[src/rtl/spi_pkg.sv]
// Shared SPI types and defaults: FSM state encoding, parameter defaults and
// a counter-width helper used by the controller and its counter sub-module.
package spi_pkg;

   typedef enum logic [1:0] {
      ST_IDLE  = 2'd0,
      ST_SETUP = 2'd1,
      ST_SHIFT = 2'd2,
      ST_DONE  = 2'd3
   } spi_state_e;

   localparam int SPI_DATA_W_DEF  = 8;
   localparam int SPI_CLK_DIV_DEF = 4;

   // Bits needed to count 0..n-1, never less than one.
   function automatic int cnt_width(input int n);
      return (n > 2) ? $clog2(n) : 1;
   endfunction

endpackage

[src/rtl/spi_bit_counter.sv]
// Wrapping up-counter: counts 0..limit_i while enabled, flags the terminal
// count, and can be cleared synchronously.
module spi_bit_counter
   import spi_pkg::*;
#(
   parameter int W = 4
) (
   input  logic         clk_i,
   input  logic         rst_ni,
   input  logic         clr_i,
   input  logic         en_i,
   input  logic [W-1:0] limit_i,
   output logic         tc_o
);

   logic [W-1:0] cnt_q, cnt_d;

   assign tc_o = (cnt_q == limit_i);

   always_comb begin
      cnt_d = cnt_q;
      if (clr_i) begin
         cnt_d = '0;
      end else if (en_i) begin
         cnt_d = tc_o ? '0 : cnt_q + W'(1);
      end
   end

   always_ff @(posedge clk_i or negedge rst_ni) begin
      if (!rst_ni) begin
         cnt_q <= '0;
      end else begin
         cnt_q <= cnt_d;
      end
   end

endmodule

[src/rtl/spi_master_ctrl.sv]
// SPI mode-0 master: one DATA_W-bit full-duplex frame per start request,
// MSB first, SCLK derived from clk by CLK_DIV.
module spi_master_ctrl
   import spi_pkg::*;
#(
   parameter int DATA_W  = SPI_DATA_W_DEF,
   parameter int CLK_DIV = SPI_CLK_DIV_DEF
) (
   input  logic              clk,
   input  logic              rst,
   input  logic              start,
   input  logic [DATA_W-1:0] tx_data,
   input  logic              miso,
   output logic              sclk,
   output logic              mosi,
   output logic              cs_n,
   output logic [DATA_W-1:0] rx_data,
   output logic              busy,
   output logic              listo
);

   localparam int HALF  = CLK_DIV / 2;
   localparam int DIV_W = cnt_width(HALF);
   localparam int BIT_W = cnt_width(DATA_W);
   localparam logic [DIV_W-1:0] DIV_LIM = DIV_W'(HALF - 1);
   localparam logic [BIT_W-1:0] BIT_LIM = BIT_W'(DATA_W - 1);

   spi_state_e        state_q, state_d;
   logic              sclk_q, sclk_d;
   logic [DATA_W-1:0] tx_q, tx_d;
   logic [DATA_W-1:0] rx_sr_q, rx_sr_d;
   logic [DATA_W-1:0] rx_data_q, rx_data_d;

   logic active;
   logic div_tc, tick;
   logic bit_tc, bit_en, bit_clr;

   assign active = (state_q == ST_SETUP) || (state_q == ST_SHIFT);
   assign tick   = active && div_tc;

   spi_bit_counter #(.W(DIV_W)) u_div_cnt (
      .clk_i   (clk),
      .rst_ni  (rst),
      .clr_i   (!active),
      .en_i    (active),
      .limit_i (DIV_LIM),
      .tc_o    (div_tc)
   );

   spi_bit_counter #(.W(BIT_W)) u_bit_cnt (
      .clk_i   (clk),
      .rst_ni  (rst),
      .clr_i   (bit_clr),
      .en_i    (bit_en),
      .limit_i (BIT_LIM),
      .tc_o    (bit_tc)
   );

   always_comb begin
      state_d   = state_q;
      sclk_d    = sclk_q;
      tx_d      = tx_q;
      rx_sr_d   = rx_sr_q;
      rx_data_d = rx_data_q;
      bit_en    = 1'b0;
      bit_clr   = (state_q == ST_IDLE);

      unique case (state_q)
         ST_IDLE: begin
            if (start) begin
               state_d = ST_SETUP;
               tx_d    = tx_data;
               sclk_d  = 1'b0;
            end
         end
         ST_SETUP: begin
            if (tick) begin
               state_d = ST_SHIFT;
               sclk_d  = 1'b1;
               rx_sr_d = {rx_sr_q[DATA_W-2:0], miso};
            end
         end
         ST_SHIFT: begin
            if (tick) begin
               if (sclk_q) begin
                  // Falling edge: either close the frame or move to the next bit.
                  sclk_d = 1'b0;
                  if (bit_tc) begin
                     state_d   = ST_DONE;
                     rx_data_d = rx_sr_q;
                  end else begin
                     tx_d   = {tx_q[DATA_W-2:0], 1'b0};
                     bit_en = 1'b1;
                  end
               end else begin
                  sclk_d  = 1'b1;
                  rx_sr_d = {rx_sr_q[DATA_W-2:0], miso};
               end
            end
         end
         ST_DONE: begin
            state_d = ST_IDLE;
         end
         default: begin
            state_d = ST_IDLE;
         end
      endcase
   end

   always_ff @(posedge clk or negedge rst) begin
      if (!rst) begin
         state_q   <= ST_IDLE;
         sclk_q    <= 1'b0;
         tx_q      <= '0;
         rx_sr_q   <= '0;
         rx_data_q <= '0;
      end else begin
         state_q   <= state_d;
         sclk_q    <= sclk_d;
         tx_q      <= tx_d;
         rx_sr_q   <= rx_sr_d;
         rx_data_q <= rx_data_d;
      end
   end

   assign sclk    = sclk_q;
   assign mosi    = active ? tx_q[DATA_W-1] : 1'b0;
   assign cs_n    = !active;
   assign rx_data = rx_data_q;
   assign busy    = (state_q != ST_IDLE);
   assign listo   = (state_q == ST_DONE);

endmodule

[config.mk]
export PLATFORM = sky130hd
export DESIGN_NAME = spi_master_ctrl
export DESIGN_NICKNAME = d
export VERILOG_FILES = /design/src/rtl/spi_pkg.sv /design/src/rtl/spi_bit_counter.sv /design/src/rtl/spi_master_ctrl.sv
export SDC_FILE = /design/constraint.sdc
export NUM_CORES = 1
export LEC_CHECK = 0
export ABC_AREA = 0
export BUFFER_PORTS_ARGS = -buffer_cell sky130_fd_sc_hd__buf_4
export CAP_MARGIN = 10
export CORE_UTILIZATION = 49
export CTS_CLUSTER_DIAMETER = 80
export CTS_CLUSTER_SIZE = 40
export DETAILED_ROUTE_END_ITERATION = 8
export PLACE_DENSITY = 0.74
export SYNTH_ARGS = -nofsm -noshare
export SYNTH_HDL_FRONTEND = slang
export SYNTH_SLANG_ARGS = --single-unit
[constraint.sdc]
create_clock -name clk -period 1.9 [get_ports clk]
set_input_delay 0.19 -clock clk [delete_from_list [all_inputs] [get_ports clk]]
set_output_delay 0.19 -clock clk [all_outputs]
set_load 0.05 [all_outputs]
==> results, run 1 <==
- The clock tree buffer depth is 2.
- The power density normalized to cell area is ~1600 nW/um2.
- The global-route usage over all layers is 19.2%.
- Counting every sink on the clock net gives 31.
- The cell sitting at the root of the clock tree is a sky130_fd_sc_hd__clkbuf_4.
- The Yosys step of the flow raised 0 warnings.
- The part of the Yosys area used for sequential elements is 51.3%.
- The share of post-route cells with drive strength above 1 is between 40% and 50%.
- The total of flip-flops plus latches after synthesis is 31.
- The number of nets handed over by synthesis was about 140.
- Internal power comes to approximately 1.8 mW.
- The placed instances occupy a cell area of roughly 1800 um2.
- Clock latency on the worst-skew pair, taken at its later pin, is around 0.34 ns.
- The number of cells traversed by the worst register-to-register path is 6.
- The final routed DRC violation total is 3.
- The clock tree synthesis step divided the H-tree into 2 levels.
- The remaining antenna violation count after routing is 0.
- The y dimension of the die is 57.6 um.
- The share of the core filled with cells is 66.5%.
- The peak supply drop is 0.944 mV.
- The worst hold path terminates at rx_sr_q[0]$_DFFE_PN0P_.
- The minimum setup slack among reg-to-reg paths is 0.04 ns.
- The kind of end point of the critical path is a flip-flop.
- The count of unique library cells instantiated by Yosys is 29.
- Across all hold checks on the routed design, the worst slack comes to just under 0.08 ns.
- The worst hold path passes through 2 cells.
- After clock tree synthesis, the clock-pin slew on the worst setup and hold paths is between 0.1 and 0.15 ns.
- The final routed wire length divided by cell count is 15.0 um.
- The first-pass GRT wire length is 4720 um.
- The analysis attributes to cell leakage a power of approximately 0.87 nW.
- The synthesized instance count is ~120.
- Timing would allow up to ~0.54 GHz.
- The startpoint of the worst hold path is miso.
- The worst setup path is of the reg2reg kind.
- In this run the tool buffered the top-level ports with 24 buffer cells.
- The cell area after layout is about 1900 um2.
- Counting I/O delays and the setup requirement, the final critical path takes around 1.9 ns.
- The initial utilization of the core area, before any placement, comes to around 53%.
- The routed via count divided by cell count is 5.42.
- Data on the critical path is required at its endpoint by 2.13 ns.
- Along the worst path, the maximum fanout reaches 8.
- The transition at the pin with the smallest max-transition slack is 0.410 ns.
- The post-route clock period utilization is roughly 98%.
- In this run, flip-flops and latches consume around 33% of the power.
- The count of antenna diodes in the layout is 0.
- The post-synthesis area per instance is ~13 um2.
- STA puts the critical path data arrival time at about 2.1 ns.
- The floorplan has 19 rows.
- The clock network accounts for between 10% and 20% of the total power.
- The flow ran to the end, but the final reports show violations.
- For this block, the routed nets add up to around 2800 um of wire.
- The maximum number of pins on one net before global-route repair is 32.
- The die is roughly 58 um wide.
- The total grt overflow is 0.
- The checks that failed: design-rule violations.
- On the final layout, the worst clock skew is around 0.012 ns.
- The count of final max-slew check failures came to 0.
- The total die area is approximately 3300 um2.
- The number of clock buffers added by TritonCTS is 5.
- The HPWL after detailed placement is just over 2000 um.
- The worst register-to-register path begins at state_q[1]$_DFFE_PN0P_.
- The worst min-delay path category is in2reg.
- The CTS tree is built.
- The first routing iteration left 28 violations.
- The first-pass detailed-route iteration total is 8.
- The core region is 2830 um2.
- In this run the critical register-to-register path is captured at rx_data[0]$_DFFE_PN0P_.
- Routability-driven placement finished with a final weighted congestion of a little over 0.8.
- The number of top-level pins is 25.
- The area growth from synthesis to layout is 24.3%.
- The count of endpoints failing hold in the final timing report is 0.
- For this block, the via count after detailed routing is 1009.
- The final-stage net count is roughly 170.
- The number of global-route vias before repair is 1069.
- In this run the tightest slew margin relative to its limit is ~73%.
- The mapped netlist covers around 1500 um2.
- The share of total power dissipated in combinational logic is 48.6%.
- The startpoint class of the critical path is a flip-flop.
- The overall power after layout is just over 3 mW.
- The tool flagged a number of max-cap violations equal to 0.
- Setup violations remaining at the end of the flow were counted as 0.
- The initial antenna violation count is 0.
- The net switching component of the power is 1.19 mW.
- In this run switching power makes up approximately 40% of total power.
[layer usage]
layer	track usage, %	part of all wire, %
met1	23.1	46
met5	0	0
met2	30.6	47
met4	9.06	2.0
met3	7.26	4.5
[what timing repair did]
item / 4_1_cts / 5_1_grt
cloned: 0 / 0
gates resized for setup: 1 / 2
setup endpoints to repair: 7 / 19
pin swaps: 0 / 1
setup buffers: 0 / 2
endpoints found under the hold margin: 31 / 0
hold buffers: 1 / 0
[power by group through the flow]
stage	clock network, mW	registers [mW]	logic [mW]
final	0.547	1.01	1.47
after global routing	0.581	1.03	1.59
after global placement	0	1.00	1.40
after detailed placement	0	1.02	1.44
after floorplan	0	1.03	0.998
after CTS	0.563	1.00	1.45
[how the worst max path moves through the flow]
stage | from | to | slack, ns | depth (start not counted)
after floorplan | u_bit_cnt.cnt_q[0]$_DFFE_PN0P_ | tx_q[1]$_DFFE_PN0P_ | 0.07 | 6
after global placement | u_bit_cnt.cnt_q[0]$_DFFE_PN0P_ | tx_q[7]$_DFFE_PN0P_ | 0.04 | 5
after detailed placement | u_bit_cnt.cnt_q[0]$_DFFE_PN0P_ | tx_q[7]$_DFFE_PN0P_ | -0.04 | 5
after CTS | u_bit_cnt.cnt_q[0]$_DFFE_PN0P_ | tx_q[7]$_DFFE_PN0P_ | 0.006 | 5
after global routing | state_q[1]$_DFFE_PN0P_ | rx_data[5]$_DFFE_PN0P_ | -0.01 | 6
final | state_q[1]$_DFFE_PN0P_ | rx_data[0]$_DFFE_PN0P_ | 0.04 | 6
[metrics by stage]
stage,std cells,setup slack [ns],setup TNS (ns)
floorplan,117,0.0719,0
global placement,175,0.0416,0
detailed placement,175,-0.0388,-0.220
global route,186,-0.0146,-0.102
CTS,184,0.00570,0
finish,186,0.0397,0
[final cells by class]
class	count	area [um2]
Sequential cell	31	776
Clock buffer	6	51.3
Inverter	7	26.3
Clock inverter	2	35.0
Multi-Input combinational cell	75	696
Tap cell	31	38.8
Timing Repair Buffer	34	258
Fill cell	205	948
[kinds of logic after synthesis]
logic type / count (synthesis) / synth area share [%]
adder cells (fa/ha/maj): 8 / 6.62
flip-flops: 31 / 51.3
multiplexers: 21 / 17.3
buffers and inverters: 11 / 3.23
AND/OR/NAND/NOR: 28 / 10.5
AO/OA/AOI/OAI: 18 / 11.1
[cells in the final DEF (no fill, tap or decap), types with 3 or more instances in the layout]
cell type,instances
sky130_fd_sc_hd__a21oi_1,3
sky130_fd_sc_hd__buf_4,33
sky130_fd_sc_hd__clkbuf_4,5
sky130_fd_sc_hd__dfrtp_1,31
sky130_fd_sc_hd__ha_1,6
sky130_fd_sc_hd__inv_1,7
sky130_fd_sc_hd__mux2_2,9
sky130_fd_sc_hd__mux2_4,8
sky130_fd_sc_hd__mux2i_1,4
sky130_fd_sc_hd__nand2_1,6
sky130_fd_sc_hd__nor2_1,5
sky130_fd_sc_hd__o221a_1,7
sky130_fd_sc_hd__or2_2,7
[critical path: stages (launching register included)]
cell,delay (ns)
sky130_fd_sc_hd__dfrtp_1,0.42
sky130_fd_sc_hd__inv_1,0.11
sky130_fd_sc_hd__ha_1,0.33
sky130_fd_sc_hd__nand2_1,0.09
sky130_fd_sc_hd__or3_1,0.30
sky130_fd_sc_hd__buf_4,0.19
sky130_fd_sc_hd__mux2_4,0.31
[registers in the layout, indices dropped and copies added, names as in the netlist]
register         flops
rx_sr_q              8
tx_q                 8
state_q              2
u_bit_cnt.cnt_q      3
sclk                 1
rx_data              8
u_div_cnt.cnt_q      1
[cell usage after synthesis]
cell / number / area share [%]
sky130_fd_sc_hd__or3b_1: 1 / 0.58
sky130_fd_sc_hd__ha_1: 8 / 6.6
sky130_fd_sc_hd__buf_2: 3 / 0.99
sky130_fd_sc_hd__o21a_1: 1 / 0.50
sky130_fd_sc_hd__or3_1: 1 / 0.41
sky130_fd_sc_hd__o22ai_1: 1 / 0.41
sky130_fd_sc_hd__nor2_1: 5 / 1.2
sky130_fd_sc_hd__nand3b_1: 2 / 0.99
sky130_fd_sc_hd__nand2_1: 6 / 1.5
sky130_fd_sc_hd__and3_1: 1 / 0.41
sky130_fd_sc_hd__a2111oi_2: 1 / 0.99
sky130_fd_sc_hd__a21boi_0: 2 / 0.99
sky130_fd_sc_hd__and2b_1: 1 / 0.50
sky130_fd_sc_hd__mux2_2: 9 / 6.7
sky130_fd_sc_hd__a211o_1: 1 / 0.58
sky130_fd_sc_hd__a21oi_1: 3 / 0.99
sky130_fd_sc_hd__dfrtp_1: 31 / 51
sky130_fd_sc_hd__and2b_4: 1 / 0.66
sky130_fd_sc_hd__or4_1: 1 / 0.50
sky130_fd_sc_hd__a2bb2oi_1: 1 / 0.58
sky130_fd_sc_hd__inv_1: 7 / 1.7
sky130_fd_sc_hd__o221a_1: 7 / 5.2
sky130_fd_sc_hd__and2_1: 1 / 0.41
sky130_fd_sc_hd__nor4_1: 1 / 0.41
sky130_fd_sc_hd__a211oi_2: 1 / 0.83
sky130_fd_sc_hd__mux2i_1: 4 / 2.6
sky130_fd_sc_hd__or2_2: 7 / 2.9
sky130_fd_sc_hd__buf_4: 1 / 0.50
sky130_fd_sc_hd__mux2_4: 8 / 7.9
Note: power is estimated with default switching activity, not from simulation.
==> inputs of run 2 (changes only) <==
Settings changed: GPL_TIMING_DRIVEN set to 0.
==> results, run 2 (same netlist as run 1, synthesis figures left out) <==
- The final cell count without fillers is 186 (unchanged).
- The first-pass detailed-route iteration total is 6 (was 8).
- The count of buffer and inverter cells on the critical path is 1 (was 2).
- The final clock skew was 0.00478 ns (was 0.0122 ns).
- The post-route clock period utilization was 97.1% (was 97.9%).
- The routed via count divided by cell count is 5.37 (was 5.42).
- The part of the power in registers came to 34.0% (was 33.3%).
- The share of the core filled with cells came to 66.7% (was 66.5%).
- The transition at the pin with the smallest max-transition slack came to 0.384 ns (was 0.410 ns).
- The y dimension of the die is 57.6 um (unchanged).
- The remaining antenna violation count after routing is 0 (unchanged).
- The internal power component was 1.76 mW (was 1.83 mW).
- The number of top-level pins is 25 (unchanged).
- The maximum clock frequency was 0.542 GHz (was 0.538 GHz).
- The worst stage delay on the critical path is 0.39 ns (was 0.42 ns).
- The level count of the clock H-tree is 2 (unchanged).
- The buffer cell driving the clock tree root is sky130_fd_sc_hd__clkbuf_4 (unchanged).
- The site row count was 19 (unchanged).
- The combinational fraction of design power came to 51.4% (was 48.6%).
- The share of post-route cells with drive strength above 1 is 46.5% (was 45.8%).
- The CTS tree is built (unchanged).
- The worst endpoint required time is 2.16 ns (was 2.13 ns).
- The maximum number of pins on one net before global-route repair came to 32 (unchanged).
- The via count of the routed design was 999 (was 1009).
- Failing checks: design-rule violations (unchanged).
- The final routed DRC violation total is 3 (unchanged).
- The kind of end point of the critical path is a flip-flop (unchanged).
- Critical path, cell by cell: ha_2 -> ha_2 -> nand3b_1 -> buf_4 -> a211oi_4 -> o221a_1 (was inv_1 -> ha_1 -> nand2_1 -> or3_1 -> buf_4 -> mux2_4).
- The number of port buffers is 24 (unchanged).
- The number of instances in the placed design is 172 (was 175).
- The switching share of total power is 40.3% (was 39.5%).
- The worst slew slack as a fraction of its limit was 74.3% (was 72.6%).
- The peak supply drop is 0.888 mV (was 0.944 mV).
- The die width is 57.6 um (unchanged).
- The net switching component of the power came to 1.19 mW (about the same).
- The arrival time at the worst endpoint is 2.10 ns (was 2.09 ns).
- The count of final max-slew check failures is 0 (unchanged).
- The kind of critical path is reg2reg (unchanged).
- The clock sink count is 31 (unchanged).
- The starting DRC count in detailed routing is 32 (was 28).
- The shortest clock period the worst path allows after layout is 1.84 ns (was 1.86 ns).
- The routed wire length came to 2640 um (was 2790 um).
- The global placer's final weighted congestion is 0.784 (was 0.830).
- In this design, the critical path's most frequently occurring cell is sky130_fd_sc_hd__ha_2.
- Status: complete, but fails checks (unchanged).
- The number of failing setup endpoints in the final timing report came to 0 (unchanged).
- The clock latency at the later pin of the worst-skew pair is 0.32 ns (was 0.34 ns).
- The kind of cell with the highest combined delay on the critical path is compound AO/OA/AOI/OAI gates (was flip-flops).
- The global-route usage over all layers is 18.6% (was 19.2%).
- The highest fanout seen on the critical path is 7 (was 8).
- The post-detailed-placement half-perimeter wirelength is 1860 um (was 2060 um).
- The count of endpoints failing hold in the final timing report was 0 (unchanged).
- The worst min-delay path category is in2reg (unchanged).
- The number of buffers created by CTS is 5 (unchanged).
- The total die area is 3310 um2 (unchanged).
- The slowest library cell on the worst path is sky130_fd_sc_hd__dfrtp_1 (unchanged).
- The area of the core region is 2830 um2 (unchanged).
- The startpoint class of the critical path is a flip-flop (unchanged).
- The final routed wire length divided by cell count is 14.2 um (was 15.0 um).
- Commonest cells after routing, fill and taps aside: sky130_fd_sc_hd__buf_4 (31), sky130_fd_sc_hd__dfrtp_1 (31), sky130_fd_sc_hd__mux2_2 (9) (was sky130_fd_sc_hd__buf_4 (33), sky130_fd_sc_hd__dfrtp_1 (31), sky130_fd_sc_hd__mux2_2 (9)).
- The layout overhead on the synthesized area came to 24.7% (was 24.3%).
- The clock edge transition at the registers on the reported setup and hold paths was 0.09 ns (was 0.11 ns).
- The cell leakage power is 0.862 nW (was 0.875 nW).
- The number of global-route vias before repair came to 1019 (was 1069).
- The count of antenna diodes in the layout is 0 (unchanged).
- The sum of negative setup slack is 0 ns (unchanged).
- The clock tree buffer depth is 2 (unchanged).
- The final-stage net count is 174 (unchanged).
- The initial antenna violation count is 0 (unchanged).
- The first-pass GRT wire length came to 4580 um (was 4720 um).
- The clock network fraction of design power is 14.7% (was 18.1%).
- The total grt overflow is 0 (unchanged).
- The starting utilization of the core area is 53.5% (unchanged).
- The number of max-cap violations is 0 (unchanged).
- The power density normalized to cell area is 1560 nW/um2 (was 1610 nW/um2).
-- run 2: final cells by class --
class | count | area (um2)
clock buffer | 8 | 68.8
multi-input combinational | 75 | 716
tap | 31 | 38.8
timing repair buffer | 30 | 228
inverter | 7 | 26.3
buffer | 4 | 33.8
sequential | 31 | 776
fill | 220 | 942
-- run 2: timing repair --
item	CTS	global route
hold buffers	1	0
pin swaps	1	2
buffers inserted	3	2
resized for setup	5	6
endpoints found under the hold margin	31	0
endpoints found under the setup margin	16	24
cloned	0	0
-- run 2: path summary, 6_finish.rpt --
kind                                     endpoint  slack [ns]                      startpoint  depth (start not counted)
max                           tx_q[1]$_DFFE_PN0P_        0.06  u_bit_cnt.cnt_q[0]$_DFFE_PN0P_                          6
min                        rx_sr_q[0]$_DFFE_PN0P_         0.1                            miso                          2
max reg2reg                   tx_q[1]$_DFFE_PN0P_        0.06  u_bit_cnt.cnt_q[0]$_DFFE_PN0P_                          6
min reg2reg                rx_data[7]$_DFFE_PN0P_        0.51          rx_sr_q[7]$_DFFE_PN0P_                          1
max in group asynchronous  rx_data[6]$_DFFE_PN0P_        1.30                             rst                          2
min in group asynchronous     tx_q[6]$_DFFE_PN0P_        0.32                             rst                          2
-- run 2: per-stage QoR --
step	total power [mW]	hold WS (ns)	setup WS [ns]	instance area, um2
floorplan	2.03	-0.106	0.0719	1510
global placement	2.32	0.140	-0.00672	1730
detailed placement	2.37	0.142	-0.0246	1730
CTS	2.88	0.0957	0.0191	1860
global route	3.14	0.0766	-0.00855	1890
finish	2.94	0.0965	0.0559	1890
-- run 2: layer usage --
metal | vias to the layer above | track usage, % | routed length, um
met5 | - | 0 | 0
met4 | 0 | 6.27 | 27
met3 | 4 | 6.12 | 113
met2 | 20 | 27.7 | 1180
met1 | 485 | 25.6 | 1320
li1 | 490 | - | -
-- run 2: power by group through the flow --
stage / registers, mW / clock network (mW) / logic [mW]
2_1_floorplan: 1.03 / 0 / 0.998
3_3_place_gp: 1.01 / 0 / 1.31
3_5_place_dp: 1.02 / 0 / 1.35
4_1_cts: 0.994 / 0.443 / 1.44
5_1_grt: 1.03 / 0.481 / 1.63
6_report: 1.00 / 0.432 / 1.51
-- run 2: worst register-to-register path: cells and delay by family (launching register included) --
family | cells | cell delay [ns]
and+or+nand+nor | 1 | 0.22
AOI/OAI and AO/OA | 2 | 0.63
adders and majority gates | 2 | 0.36
buffers and inverters | 1 | 0.18
DFF | 1 | 0.39
==> inputs of run 3 (changes only) <==
Settings changed: CORE_ASPECT_RATIO set to 0.7.
==> results, run 3 (same netlist as run 1, synthesis figures left out) <==
- The level count of the clock H-tree was 2 (unchanged).
- The layout overhead on the synthesized area came to 31.2% (was 24.7%).
- The filler cell count in the final layout was 185 (was 220).
- The startpoint class of the critical path is a flip-flop (unchanged).
- The count of final max-slew check failures is 0 (unchanged).
- Setup repair after global routing could not meet its margin everywhere.
- The starting DRC count in detailed routing is 90 (was 32).
- The total die area was 3320 um2 (was 3310 um2).
- Status: complete, no violations (was complete, but fails checks).
- The number of buffers created by CTS is 5 (unchanged).
- The count of antenna diodes in the layout is 0 (unchanged).
- The power density normalized to cell area is 1660 nW/um2 (was 1560 nW/um2).
- The routed via count divided by cell count is 5.42 (was 5.37).
- The count of endpoints failing hold in the final timing report was 0 (unchanged).
- The switching share of total power came to 38.7% (was 40.3%).
- The site row count is 16 (was 19).
- The worst hold-check slack is 0.144 ns (was 0.0965 ns).
- The area of the core region is 2860 um2 (was 2830 um2).
- The cell leakage power is 0.903 nW (was 0.862 nW).
- The final routed DRC violation total is 0 (was 3).
- The shortest clock period the worst path allows after layout is 1.84 ns (about the same).
- The worst stage delay on the critical path is 0.42 ns (was 0.39 ns).
- The part of the power in registers came to 31.2% (was 34.0%).
- The clock sink count is 31 (unchanged).
- The number of instances in the placed design is 177 (was 172).
- The maximum number of pins on one net before global-route repair is 32 (unchanged).
- The clock edge transition at the registers on the reported setup and hold paths is 0.07 ns (was 0.09 ns).
- The starting utilization of the core area came to 52.8% (was 53.5%).
- The kind of critical path is reg2reg (unchanged).
- The arrival time at the worst endpoint was 2.01 ns (was 2.10 ns).
- The remaining antenna violation count after routing is 0 (unchanged).
- The sum of negative setup slack is 0 ns (unchanged).
- The cell area after layout is 1980 um2 (was 1890 um2).
- The post-detailed-placement half-perimeter wirelength was 1980 um (was 1860 um).
- The combinational fraction of design power is 48.4% (was 51.4%).
- The y dimension of the die is 48.5 um (was 57.6 um).
- The slowest library cell on the worst path is sky130_fd_sc_hd__dfrtp_1 (unchanged).
- The peak supply drop is 1.19 mV (was 0.888 mV).
- The first-pass detailed-route iteration total is 4 (was 6).
- The buffer cell driving the clock tree root was sky130_fd_sc_hd__clkbuf_8 (was sky130_fd_sc_hd__clkbuf_4).
- The highest fanout seen on the critical path is 8 (was 7).
- The kind of end point of the critical path was a flip-flop (unchanged).
- The number of max-cap violations is 0 (unchanged).
- Critical path, cell by cell: inv_2 -> ha_4 -> nand2_1 -> or3_1 -> buf_4 -> mux2_4 (was ha_2 -> ha_2 -> nand3b_1 -> buf_4 -> a211oi_4 -> o221a_1).
- The global placer's final weighted congestion came to 0.850 (was 0.784).
- The global-route usage over all layers is 21.2% (was 18.6%).
- The worst slew slack as a fraction of its limit is 74.7% (was 74.3%).
- The post-route clock period utilization is 96.7% (was 97.1%).
- The first-pass GRT wire length is 5040 um (was 4580 um).
- The worst min-delay path category is in2reg (unchanged).
- The via count of the routed design came to 1057 (was 999).
- The worst endpoint required time came to 2.07 ns (was 2.16 ns).
- The number of global-route vias before repair is 1122 (was 1019).
- The initial antenna violation count is 0 (unchanged).
- The maximum clock frequency came to 0.544 GHz (was 0.542 GHz).
- The clock tree buffer depth was 2 (unchanged).
- The number of port buffers is 24 (unchanged).
- The clock network fraction of design power is 20.5% (was 14.7%).
- The number of top-level pins is 25 (unchanged).
- The clock latency at the later pin of the worst-skew pair was 0.28 ns (was 0.32 ns).
- The net switching component of the power is 1.27 mW (was 1.19 mW).
- The share of post-route cells with drive strength above 1 was 49.7% (was 46.5%).
- The internal power component is 2.01 mW (was 1.76 mW).
- The final routed wire length divided by cell count is 15.7 um (was 14.2 um).
- The post-place instance area was 1740 um2 (was 1730 um2).
- The total grt overflow is 0 (unchanged).
- The routed wire length is 3070 um (was 2640 um).
- The final cell count without fillers was 195 (was 186).
- The final clock skew is 0.00393 ns (was 0.00478 ns).
- The number of failing setup endpoints in the final timing report is 0 (unchanged).
- The final-stage net count was 178 (was 174).
- Commonest cells after routing, fill and taps aside: sky130_fd_sc_hd__buf_4 (35), sky130_fd_sc_hd__dfrtp_1 (31), sky130_fd_sc_hd__mux2_2 (9) (was sky130_fd_sc_hd__buf_4 (31), sky130_fd_sc_hd__dfrtp_1 (31), sky130_fd_sc_hd__mux2_2 (9)).
- The die width is 68.4 um (was 57.6 um).
- The most common library cell in the layout ignoring fill and taps is sky130_fd_sc_hd__buf_4.
- The CTS tree is built (unchanged).
- The transition at the pin with the smallest max-transition slack is 0.376 ns (was 0.384 ns).
[run 3: routing by layer]
| layer | GRT usage [%] | wire length (um) | part of all wire, % | up-vias |
|---|---|---|---|---|
| li1 | - | - | - | 501 |
| met1 | 28.4 | 1490 | 48 | 515 |
| met2 | 31.5 | 1400 | 46 | 35 |
| met3 | 7.31 | 137 | 4.5 | 6 |
| met4 | 7.64 | 45 | 1.5 | 0 |
| met5 | 0 | 0 | 0 | - |
[run 3: layout make-up]
cell class | instances | area [um2] | area share (%)
Tap cell | 36 | 45.0 | 2.27
Multi-Input combinational cell | 75 | 728 | 36.7
Inverter | 7 | 26.3 | 1.32
Clock buffer | 6 | 82.6 | 4.16
Buffer | 4 | 33.8 | 1.70
Sequential cell | 31 | 776 | 39.1
Timing Repair Buffer | 34 | 258 | 13.0
Clock inverter | 2 | 35.0 | 1.77
[run 3: path summary, 6_finish.rpt]
path | cells past startpoint | to | slack (ns) | start
max | 6 | rx_data[4]$_DFFE_PN0P_ | 0.06 | state_q[1]$_DFFE_PN0P_
min | 2 | rx_sr_q[0]$_DFFE_PN0P_ | 0.14 | miso
max reg2reg | 6 | rx_data[4]$_DFFE_PN0P_ | 0.06 | state_q[1]$_DFFE_PN0P_
min reg2reg | 1 | rx_data[4]$_DFFE_PN0P_ | 0.52 | rx_data[4]$_DFFE_PN0P_
max in group asynchronous | 2 | u_bit_cnt.cnt_q[2]$_DFFE_PN0P_ | 1.25 | rst
min in group asynchronous | 2 | tx_q[4]$_DFFE_PN0P_ | 0.37 | rst
[run 3: power groups by stage]
stage | Combinational, mW | Clock (mW) | Sequential, mW
floorplan | 0.998 | 0 | 1.03
global placement | 1.30 | 0 | 1.01
detailed placement | 1.35 | 0 | 1.03
CTS | 1.43 | 0.686 | 1.02
global route | 1.71 | 0.716 | 1.04
finish | 1.59 | 0.673 | 1.02
[run 3: what timing repair did]
action / in CTS / in global routing
setup endpoints to repair: 16 / 25
hold buffers: 1 / 0
pin swaps: 8 / 3
resized for setup: 6 / 8
setup buffers: 3 / 6
endpoints found under the hold margin: 31 / 0
[run 3: worst max-delay path, delay by kind of cell, from the launching register on]
kind                       cells  cell delay [ns]
adders and majority gates      1             0.30
buffers and inverters          2             0.30
DFF                            1             0.42
muxes                          1             0.30
and+or+nand+nor                2             0.40
[run 3: per-stage QoR]
| step | utilization (%) | setup WS, ns | total power, mW |
|---|---|---|---|
| 6_report | 69.3 | 0.0618 | 3.29 |
| 4_1_cts | 67.1 | -0.00645 | 3.13 |
| 3_5_place_dp | 60.7 | -0.0661 | 2.38 |
| 5_1_grt | 69.3 | -0.0149 | 3.48 |
| 3_3_place_gp | 60.7 | -0.0233 | 2.31 |
| 2_1_floorplan | - | 0.0719 | 2.03 |
